<file path="config.mk">
export PLATFORM = sky130hd
export DESIGN_NAME = mult16_seq
export DESIGN_NICKNAME = d
export VERILOG_FILES = /design/src/rtl/mult16_pkg.sv /design/src/rtl/mult16_adder17.sv /design/src/rtl/mult16_seq.sv
export SDC_FILE = /design/constraint.sdc
export NUM_CORES = 1
export LEC_CHECK = 0
export ABC_AREA = 1
export CAP_MARGIN = 30
export CORE_MARGIN = 8
export CORE_UTILIZATION = 30
export CTS_BUF_LIST = sky130_fd_sc_hd__clkbuf_8
export CTS_CLUSTER_SIZE = 28
export DETAILED_ROUTE_END_ITERATION = 16
export GPL_TIMING_DRIVEN = 1
export MAX_ROUTING_LAYER = met4
export PLACE_DENSITY = 0.56
export SKIP_LAST_GASP = 1
export SLEW_MARGIN = 25
export SYNTH_ARGS = -nofsm -noshare
export SYNTH_HDL_FRONTEND = slang
export SYNTH_SLANG_ARGS = --single-unit
</file>
<file path="constraint.sdc">
create_clock -name i_clk -period 4.95 [get_ports i_clk]
set_input_delay 1.2375 -clock i_clk [delete_from_list [all_inputs] [get_ports i_clk]]
set_output_delay 1.2375 -clock i_clk [all_outputs]
set_load 0.05 [all_outputs]
</file>
<file path="src/rtl/mult16_pkg.sv">
// Shared constants and FSM state encoding for the sequential shift-add multiplier.
package mult16_pkg;
  localparam int WIDTH = 16;
  localparam int CNT_W = 5;
  localparam int ITER  = 16;

  typedef enum logic [1:0] {
    IDLE = 2'b00,
    RUN  = 2'b01,
    DONE = 2'b10
  } state_t;
endpackage

</file>
<file path="src/rtl/mult16_adder17.sv">
// Per-iteration add: two W-bit operands to a (W+1)-bit sum that keeps the carry.
module adder17 #(
  parameter int W = 16
) (
  input  logic [W-1:0] i_a,
  input  logic [W-1:0] i_b,
  output logic [W:0]   o_sum
);
  assign o_sum = {1'b0, i_a} + {1'b0, i_b};
endmodule

</file>
<file path="src/rtl/mult16_seq.sv">
// Sequential unsigned shift-add multiplier: 16 iterations, then a one-cycle load
// pulse with the registered product, aimed at a downstream load-enable register.
module mult16_seq #(
  parameter int WIDTH = 16
) (
  input  logic             i_clk,
  input  logic             i_rst,
  input  logic             i_start,
  input  logic [WIDTH-1:0] i_a,
  input  logic [WIDTH-1:0] i_b,
  output logic             o_busy,
  output logic             o_load,
  output logic [WIDTH-1:0] o_product_lo,
  output logic [WIDTH-1:0] o_product_hi,
  output logic             o_overflow
);
  import mult16_pkg::*;

  state_t           r_state;
  logic [WIDTH-1:0] r_mcand;
  logic [WIDTH-1:0] r_mplier;
  logic [WIDTH-1:0] r_acc;
  logic [CNT_W-1:0] r_cnt;
  logic [WIDTH-1:0] r_prod_lo;
  logic [WIDTH-1:0] r_prod_hi;
  logic             r_ovf;
  logic             r_busy;
  logic             r_load;

  logic [WIDTH-1:0] w_addend;
  logic [WIDTH:0]   w_sum;
  logic [WIDTH-1:0] w_acc_nxt;
  logic [WIDTH-1:0] w_mpl_nxt;
  logic             w_last;

  assign w_addend = r_mplier[0] ? r_mcand : '0;

  adder17 #(.W(WIDTH)) u_add (
    .i_a   (r_acc),
    .i_b   (w_addend),
    .o_sum (w_sum)
  );

  // The sum's low bit shifts into the multiplier's top; the carry lands in acc's MSB.
  assign w_acc_nxt = w_sum[WIDTH:1];
  assign w_mpl_nxt = {w_sum[0], r_mplier[WIDTH-1:1]};
  assign w_last    = (r_cnt == CNT_W'(ITER - 1));

  always_ff @(posedge i_clk or posedge i_rst) begin
    if (i_rst) begin
      r_state   <= IDLE;
      r_mcand   <= '0;
      r_mplier  <= '0;
      r_acc     <= '0;
      r_cnt     <= '0;
      r_prod_lo <= '0;
      r_prod_hi <= '0;
      r_ovf     <= 1'b0;
      r_busy    <= 1'b0;
      r_load    <= 1'b0;
    end else begin
      case (r_state)
        IDLE: begin
          r_load <= 1'b0;
          if (i_start) begin
            r_mcand  <= i_a;
            r_mplier <= i_b;
            r_acc    <= '0;
            r_cnt    <= '0;
            r_busy   <= 1'b1;
            r_state  <= RUN;
          end
        end
        RUN: begin
          r_acc    <= w_acc_nxt;
          r_mplier <= w_mpl_nxt;
          r_cnt    <= r_cnt + 1'b1;
          // Products are registered on the last iteration so they are valid with load.
          if (w_last) begin
            r_prod_hi <= w_acc_nxt;
            r_prod_lo <= w_mpl_nxt;
            r_ovf     <= |w_acc_nxt;
            r_load    <= 1'b1;
            r_state   <= DONE;
          end
        end
        DONE: begin
          r_load  <= 1'b0;
          r_busy  <= 1'b0;
          r_state <= IDLE;
        end
        default: begin
          r_load  <= 1'b0;
          r_busy  <= 1'b0;
          r_state <= IDLE;
        end
      endcase
    end
  end

  assign o_busy       = r_busy;
  assign o_load       = r_load;
  assign o_product_lo = r_prod_lo;
  assign o_product_hi = r_prod_hi;
  assign o_overflow   = r_ovf;
endmodule

</file>
# Word level (Yosys, flattened, before mapping)
# Index checks and enable logic that the tools add are counted.
totals:
  ff_bits: 90
  out_inout_bits: 35
  word_cells: 39
classes:
  addsub: 2
  n_eq_ne: 4
  n_mux: 14
  bitwise_logic: 1
  n_reduce_logical: 8
ops:
  columns: ["operator", "count"]
  rows:
  - ["one-hot mux 16 bit (2 select lines)", 2]
  - ["two-way mux 16 bit", 3]
  - ["adder 16 x 16 -> 17 bit", 1]
  - ["OR reduction 16 bit", 1]
  - ["one-hot mux 5 bit (2 select lines)", 1]
  - ["AND reduction 2 bit", 5]
  - ["adder 5 x 1 -> 5 bit, second input constant", 1]
  - ["equality test 5 x 4 -> 1 bit, second input constant", 1]
  - ["two-way mux 5 bit", 1]
  - ["two-way mux 2 bit", 2]
  - ["inequality test 2 bit, second input constant", 2]
  - ["one-hot mux 2 bit (2 select lines)", 1]
  - ["two-way mux 1 bit", 3]
  - ["equality test 2 x 1 -> 1 bit, second input constant", 1]
  - ["zero test 2 bit", 1]
  - ["one-hot mux 1 bit (2 select lines)", 1]
  - ["nonzero test 2 bit", 1]
  - ["inverter 1 bit", 1]

# Depth between registers and ports, before layout
# Gate-level depths: netlist (run 1).
depth:
  ltp_word: 3
  mapped_depth: 19
  depth_no_buf: 17

# Modules after synthesis
# A second synthesis (run 1) with hierarchy kept.
unflattened:
  hier_cells: 621
  area_unflattened_um2: 4683.2
modules_own_cells:
  columns: ["mod", "instances", "cells_each", "area_per_inst_um2", "seq_area_each_um2"]
  rows:
  - ["mult16_seq", 1, 436, 3703.6, 2252.2]
  - ["adder17", 1, 185, 979.7, 0.0]

# Least setup slack after synthesis (run 1)
# Ideal clock, no wire load.
synth_timing:
  path_kind: "flip-flop to flip-flop"
  start: "register r_mplier[0]"
  end: "register r_ovf (netlist: o_overflow)"
  arrival_time_ps: 2233
  required_time_ps: 4835
  slack_ps: 2601
  path_stages_with_launch: 17
  path_buffers: 2
  period_less_slack_ps: 2349
  cell_sequence: "dfrtp_1 clkbuf_1 clkbuf_1 nand2_1 inv_1 ha_1 fa_1 nand2_1 nand2_1 nand3_1 nand2_1 nand2_1 nand2_1 a21oi_1 nand3_1 nor2_1 nor2_1"
synth_via:
  elab_chain_cells: 3
synth_lines:
  columns: ["item", "line_no", "rtl"]
  rows:
  - ["start: declaration", "mult16_seq.sv:21", "logic [WIDTH-1:0] r_mplier;"]
  - ["start signal: assignment", "mult16_seq.sv:67", "r_mplier <= i_b;"]
  - ["start signal: assignment", "mult16_seq.sv:76", "r_mplier <= w_mpl_nxt;"]
  - ["two-way mux 16 bit", "mult16_seq.sv:36", "assign w_addend = r_mplier[0] ? r_mcand : '0;"]
  - ["adder 16 x 16 -> 17 bit", "mult16_adder17.sv:9", "assign o_sum = {1'b0, i_a} + {1'b0, i_b};"]
  - ["OR reduction 16 bit", "mult16_seq.sv:82", "r_ovf <= |w_acc_nxt;"]
  - ["end signal: assignment", "mult16_seq.sv:82", null]
  - ["end: declaration", "mult16_seq.sv:26", "logic r_ovf;"]
# Every way passes these cells.
# A chain may end at the register's enable or synchronous reset.

# Worst setup path in the final report (run 1)
layout_timing:
  start: "input port i_start"
  end: "register r_cnt[2]"
layout_via:
  elab_chain_cells: 2
layout_lines:
  columns: ["item", "line_no", "rtl"]
  rows:
  - ["start: declaration", "mult16_seq.sv:8", "input logic i_start,"]
  - ["inequality test 2 bit (no source line)", null, null]
  - ["AND reduction 2 bit (no source line)", null, null]
  - ["end signal: assignment", "mult16_seq.sv:77", "r_cnt <= r_cnt + 1'b1;"]
  - ["end: declaration", "mult16_seq.sv:23", "logic [CNT_W-1:0] r_cnt;"]
# Every way passes these cells.

==> flow_metrics.tcl, run 1 <==
set metrics [dict create \
    status "completed" \
    drt_iter0_markers 205 \
    drive_gt1_frac 0.0502 \
    dr_total_vias 3844 \
    antenna_found_initial 0 \
    clkTransAtPathRegs_ns 0.09 \
    n_antenna_cell 0 \
    cp-end-kind "register" \
    worstPathRequired_ns 5.23 \
    ff2ff_setup_slack_ns 2.23 \
    nets 707 \
    cts-root-buf "clkbuf_8" \
    worstSetupStartpointType "primary input" \
    report.final.slew_viol_count 0 \
    p_per_area_mw_per_mm2 672 \
    io_buffers 69 \
    drv_cap 0 \
    postCtsSetupRepairBufs 0 \
    worstSetupPathType "in2reg" \
    cp.arrival_ns 3.23 \
    io_pins 70 \
    firstDrtPassIters 4 \
    clock-sinks 90 \
    irDropWorstVdd_mv 0.323 \
    switching_share 0.479 \
    grt_usage 0.136 \
    clk_path_buf_depth 2 \
    postRouteAntennaNets 0 \
    start_util 0.305 \
    min_to "o_product_hi[1]" \
    power_frac_seq 0.334 \
    rows 45 \
    synth-warning-count 0 \
    die_w_um 140 \
    die-area_mm2 0.0195 \
    grt_max_degree 61 \
    synth_cell_types 32 \
    insertion_delay_ns 0.38 \
    cts_buffers 9 \
    hold_buffers 0 \
    core_area_mm2 0.0150 \
    grt_pass1_vias 3919 \
    skew_ns 0.00792 \
    die_h_um 140 \
    fin_setup_tns_ns 0 \
    gp_congestion 0.870 \
    syn_area_per_cell_um2 7.79 \
    cts_resized 0 \
    timing.final.crit_share 0.596 \
    h-tree-depth 3 \
    rr_startpoint "r_state[1]" \
    max_slew_margin 0.392 \
    vias_per_cell 4.54 \
    wl_um 12400 \
    finalPower_mw 3.80 \
    cts_tree "yes" \
    p_leak_nw 2.95 \
    rsz0062_at_grt "no" \
    netlist_instances 588 \
    finalSetupViolations 0 \
    hpwlAfterDp_um 9550 \
    reg2reg_depth 10 \
    worstHoldStart "o_product_hi[1]" \
    ys_seq_area_frac 0.492 \
    grt-ovfl-total 0 \
    clkPwrFrac 0.140 \
    whs_path_depth 2 \
    tightest_slew_ns 0.911 \
    drc 0 \
    p_int_mw 1.98 \
    wire_per_inst_um 14.7 \
    area_delta_synth_final_pct 23.7 \
    netlist_area_mm2 0.00458 \
    worstReg2RegEnd "o_overflow" \
    max_freq_ghz 0.339 \
    combPwrFrac 0.526 \
    hp-class "reg2reg" \
    synth_nets 642 \
    n_fill_cell 1572 \
    period_needed_ns 2.95 \
    grt_pass1_wl_um 20500 \
    ys_seq_elements 90 \
    path_max_fanout 33 \
    finalHoldViolCount 0 \
    p_sw_mw 1.82 \
]
## per-stage QoR
stage | setup slack [ns] | hold WS, ns | utilization | instance area, um2 | instances
global route | 1.81 | 0.516 | 0.377 | 5660 | 846
detailed placement | 1.56 | 0.472 | 0.363 | 5460 | 830
finish | 2.00 | 0.487 | 0.377 | 5660 | 846
floorplan | 1.38 | 0.449 | - | 4580 | 588
CTS | 1.96 | 0.496 | 0.377 | 5660 | 846
global placement | 1.58 | 0.467 | 0.362 | 5440 | 829
## layout make-up
cell class | instances | area, um2 | share of cell area
Clock buffer | 10 | 138 | 0.0243
Tap cell | 188 | 235 | 0.0415
Clock inverter | 6 | 63.8 | 0.0113
Inverter | 84 | 317 | 0.0559
Sequential cell | 90 | 2250 | 0.398
Timing Repair Buffer | 73 | 733 | 0.129
Multi-Input combinational cell | 395 | 1930 | 0.340
## power by group through the flow
stage / Sequential (mW) / Combinational [mW] / Clock [mW]
after detailed placement: 1.29 / 2.02 / 0
after global routing: 1.31 / 2.23 / 0.577
after CTS: 1.28 / 2.03 / 0.549
after floorplan: 1.56 / 1.11 / 0
final: 1.27 / 2.00 / 0.534
after global placement: 1.28 / 1.98 / 0
## critical path, stage by stage
cell and delay (ns):
clkdlybuf4s50_1 0.48, nand3_2 0.30, inv_2 0.54, nor2_2 0.17
buf_4 0.27, a32o_1 0.21
## cells in the mapped netlist, drive strengths merged
library cell	count	area share
clkbuf	13	0.011
o22ai	2	0.0027
dfrtp	90	0.49
nand3b	4	0.0066
nand3	19	0.022
nand2	230	0.19
nor3	2	0.0033
or2	3	0.0041
inv	83	0.068
a22oi	10	0.016
a32o	1	0.0022
nor2	25	0.022
nand4	1	0.0014
fa	1	0.0044
a21oi	11	0.012
ha	18	0.049
o31ai	1	0.0016
o21ai	51	0.056
a22o	3	0.0057
o211ai	6	0.0098
buf	6	0.0079
and2	3	0.0041
xor2	4	0.0077
clkinv	1	0.00082
## kinds of logic (layout without fill, tap and decap cells)
| logic type | after synthesis | after routing | synth area share |
|---|---|---|---|
| AO/OA/AOI/OAI | 85 | 85 | 0.106 |
| XOR/XNOR | 4 | 4 | 0.00765 |
| adder cells (fa/ha/maj) | 19 | 19 | 0.0536 |
| buffers and inverters | 103 | 173 | 0.0875 |
| flip-flops | 90 | 90 | 0.492 |
| AND/OR/NAND/NOR | 287 | 287 | 0.253 |
## registers in the layout (all words and copies together) (netlist names)
register,flops
o_product_hi,16
r_state,2
r_cnt,5
o_busy,1
o_overflow,1
o_load,1
o_product_lo,16
r_acc,16
r_mcand,16
r_mplier,16
## worst max path at each step
stage / startpoint / to / cells past startpoint
2_1_floorplan: i_rst / o_busy / 1
3_3_place_gp: i_start / r_cnt[2] / 6
3_5_place_dp: i_start / r_cnt[2] / 6
4_1_cts: i_start / r_acc[8] / 7
5_1_grt: i_start / r_acc[12] / 7
6_report: i_start / r_cnt[2] / 6
## per-layer routing
layer,vias up,GRT usage,wire (um)
met5,-,-,0
met2,69,0.223,5990
li1,1970,-,-
met4,0,0.0394,129
met3,10,0.0369,457
met1,1795,0.162,5850
## cells in the final DEF, fill, tap and decap left out, drive strengths merged
master / count
dfrtp: 90
a32o: 1
nand4: 1
clkdlybuf4s50: 69
xor2: 4
o22ai: 2
nand3: 19
fa: 1
nand2: 230
a22oi: 10
and2: 3
buf: 4
or2: 3
a22o: 3
clkinv: 3
nor2: 25
bufinv: 1
inv: 85
ha: 18
clkinvlp: 1
o211ai: 6
nor3: 2
clkbuf: 10
o31ai: 1
nand3b: 4
a21oi: 11
o21ai: 51
Power figures use the tool's default switching activity.
==> run 2, diff against run 1 <==
PLACE_DENSITY = 0.58   (was 0.56)
clock period = 2.4 ns   (was 4.95 ns; I/O delays follow)
==> run 2 against run 1 <==
Final area grew 2.9%. Sequential power is 100% higher. Worst setup slack got worse by 1.8 ns. Utilization rose by 1.1 points. Combinational power grew 120%. Flip-flop and latch count did not move. Non-clock buffer count grew 8. Register-to-register slack got worse by 2.1 ns. Wire length shrank 1.1%. Worst hold slack gained 0.0011 ns. Highest routed layer unchanged. Clock power up 99%. Die area unchanged.
==> flow_metrics.tcl, run 2 (synthesis results as in run 1) <==
set metrics [dict create \
    drive_gt1_frac 0.101 \
    skew_ns 0.0106 \
    max_freq_ghz 0.448 \
    start_util 0.305 \
    final_common_cell "nand2_1" \
    path_max_fanout 15 \
    p_int_mw 4.25 \
    grt-ovfl-total 0 \
    h-tree-depth 3 \
    p_leak_nw 2.97 \
    postRouteAntennaNets 0 \
    drc 0 \
    rsz0062_at_grt "no" \
    grt_pass1_vias 4045 \
    io_buffers 69 \
    grt_pass1_wl_um 20400 \
    finalPower_mw 8.10 \
    core_area_mm2 0.0150 \
    clock-sinks 90 \
    drv_cap 0 \
    nets 715 \
    cp_cell_sequence "buf_4 -> nand2_1 -> inv_1 -> ha_2 -> nand2_1 -> nand2_1 -> nand3b_1 -> nand2_2 -> nand2_1 -> nand2_2 -> nand3_1 -> nor2_1 -> nand3_1 -> nor2_1 -> nor2_1" \
    die-area_mm2 0.0195 \
    io_pins 70 \
    antenna_found_initial 0 \
    hold_buffers 0 \
    hp-class "reg2reg" \
    max_slew_margin 0.491 \
    die_w_um 140 \
    cts_tree "yes" \
    worst_hold_slack_ns 0.488 \
    vias_per_cell 4.50 \
    worstHoldStart "o_product_lo[13]" \
    crit_path_max_incr_delay_ns 0.40 \
    grt_max_degree 64 \
    area_delta_synth_final_pct 27.4 \
    irDropWorstVdd_mv 0.836 \
    n_antenna_cell 0 \
    cts_buffers 9 \
    finalHoldViolCount 0 \
    mostFrequentLayoutCells "222 x nand2_1, 90 x dfrtp_1, 76 x inv_1, 69 x clkdlybuf4s50_1, 44 x o21ai_0" \
    rows 45 \
    postCtsSetupRepairBufs 0 \
    p_sw_mw 3.85 \
    cp-end-kind "register" \
    placed_cells 838 \
    fin_setup_tns_ns 0 \
    clk_path_buf_depth 2 \
    reg2reg_depth 15 \
    tightest_slew_ns 0.763 \
    cpMostUsedCell "nand2_1" \
    drt_iter0_markers 144 \
    die_h_um 140 \
    wl_um 12300 \
    grt_usage 0.134 \
    worstReg2RegEnd "o_overflow" \
    worstPathRequired_ns 2.67 \
    power_frac_seq 0.320 \
    dr_total_vias 3845 \
    setup_ws_ns 0.170 \
    place_area_mm2 0.00554 \
    final_cell_area_mm2 0.00583 \
    finalSetupViolations 0 \
    firstDrtPassIters 4 \
    report.final.slew_viol_count 0 \
    hpwlAfterDp_um 9310 \
    insertion_delay_ns 0.38 \
    clkPwrFrac 0.131 \
    crit_slowest_cell "dfrtp_1" \
    clkTransAtPathRegs_ns 0.10 \
    ff2ff_setup_slack_ns 0.17 \
    instances_no_fill 854 \
    rr_startpoint "r_mplier[0]" \
    whs_path_depth 2 \
    cts-root-buf "clkbuf_8" \
    p_per_area_mw_per_mm2 1390 \
    wire_per_inst_um 14.4 \
    min_to "o_product_lo[13]" \
    combPwrFrac 0.549 \
    cp.arrival_ns 2.50 \
    final_util 0.388 \
    worstSetupStartpointType "register" \
    cts_resized 0 \
    worstSetupPathType "reg2reg" \
    timing.final.crit_share 0.929 \
    switching_share 0.476 \
    place_ws_ns 0.0983 \
    gp_congestion 0.840 \
    period_needed_ns 2.23 \
    status "completed" \
]
==> run 2: critical path, delay by kind of cell, from the launching register on <==
family | cells | cell delay (ns)
buffers and inverters | 2 | 0.23
DFF | 1 | 0.40
adders and majority gates | 1 | 0.38
and+or+nand+nor | 12 | 1.14
==> run 2: routing by layer <==
metal  share of wire  wire [um]  GRT usage  up-vias
met5               0          0          -        -
met1            0.46       5630      0.157     1800
met2            0.49       6060      0.221       64
met4          0.0067         82     0.0326        0
li1                -          -          -     1977
met3           0.042        518     0.0414        4
==> run 2: layout make-up <==
type / count / area [um2]
fill: 1559 / 9200
sequential: 90 / 2250
multi-input combinational: 395 / 2020
timing repair buffer: 81 / 806
inverter: 84 / 319
tap: 188 / 235
clock buffer: 9 / 124
clock inverter: 7 / 76.3
==> run 2: power by group through the flow <==
stage	logic [mW]	clock network (mW)	registers [mW]
floorplan	2.30	0	3.22
global placement	4.26	0	2.60
detailed placement	4.30	0	2.62
CTS	4.33	1.12	2.59
global route	4.95	1.17	2.67
finish	4.45	1.06	2.59
==> run 2: how the worst max path moves through the flow <==
stage	startpoint	endpoint	slack [ns]	depth (start not counted)
floorplan	r_mplier[0]	o_overflow	0.05	16
global placement	r_mplier[0]	o_overflow	0.13	14
detailed placement	r_mplier[0]	o_overflow	0.1	16
CTS	r_mplier[0]	o_overflow	0.08	16
global route	r_mplier[0]	o_overflow	0.004	14
finish	r_mplier[0]	o_overflow	0.17	15
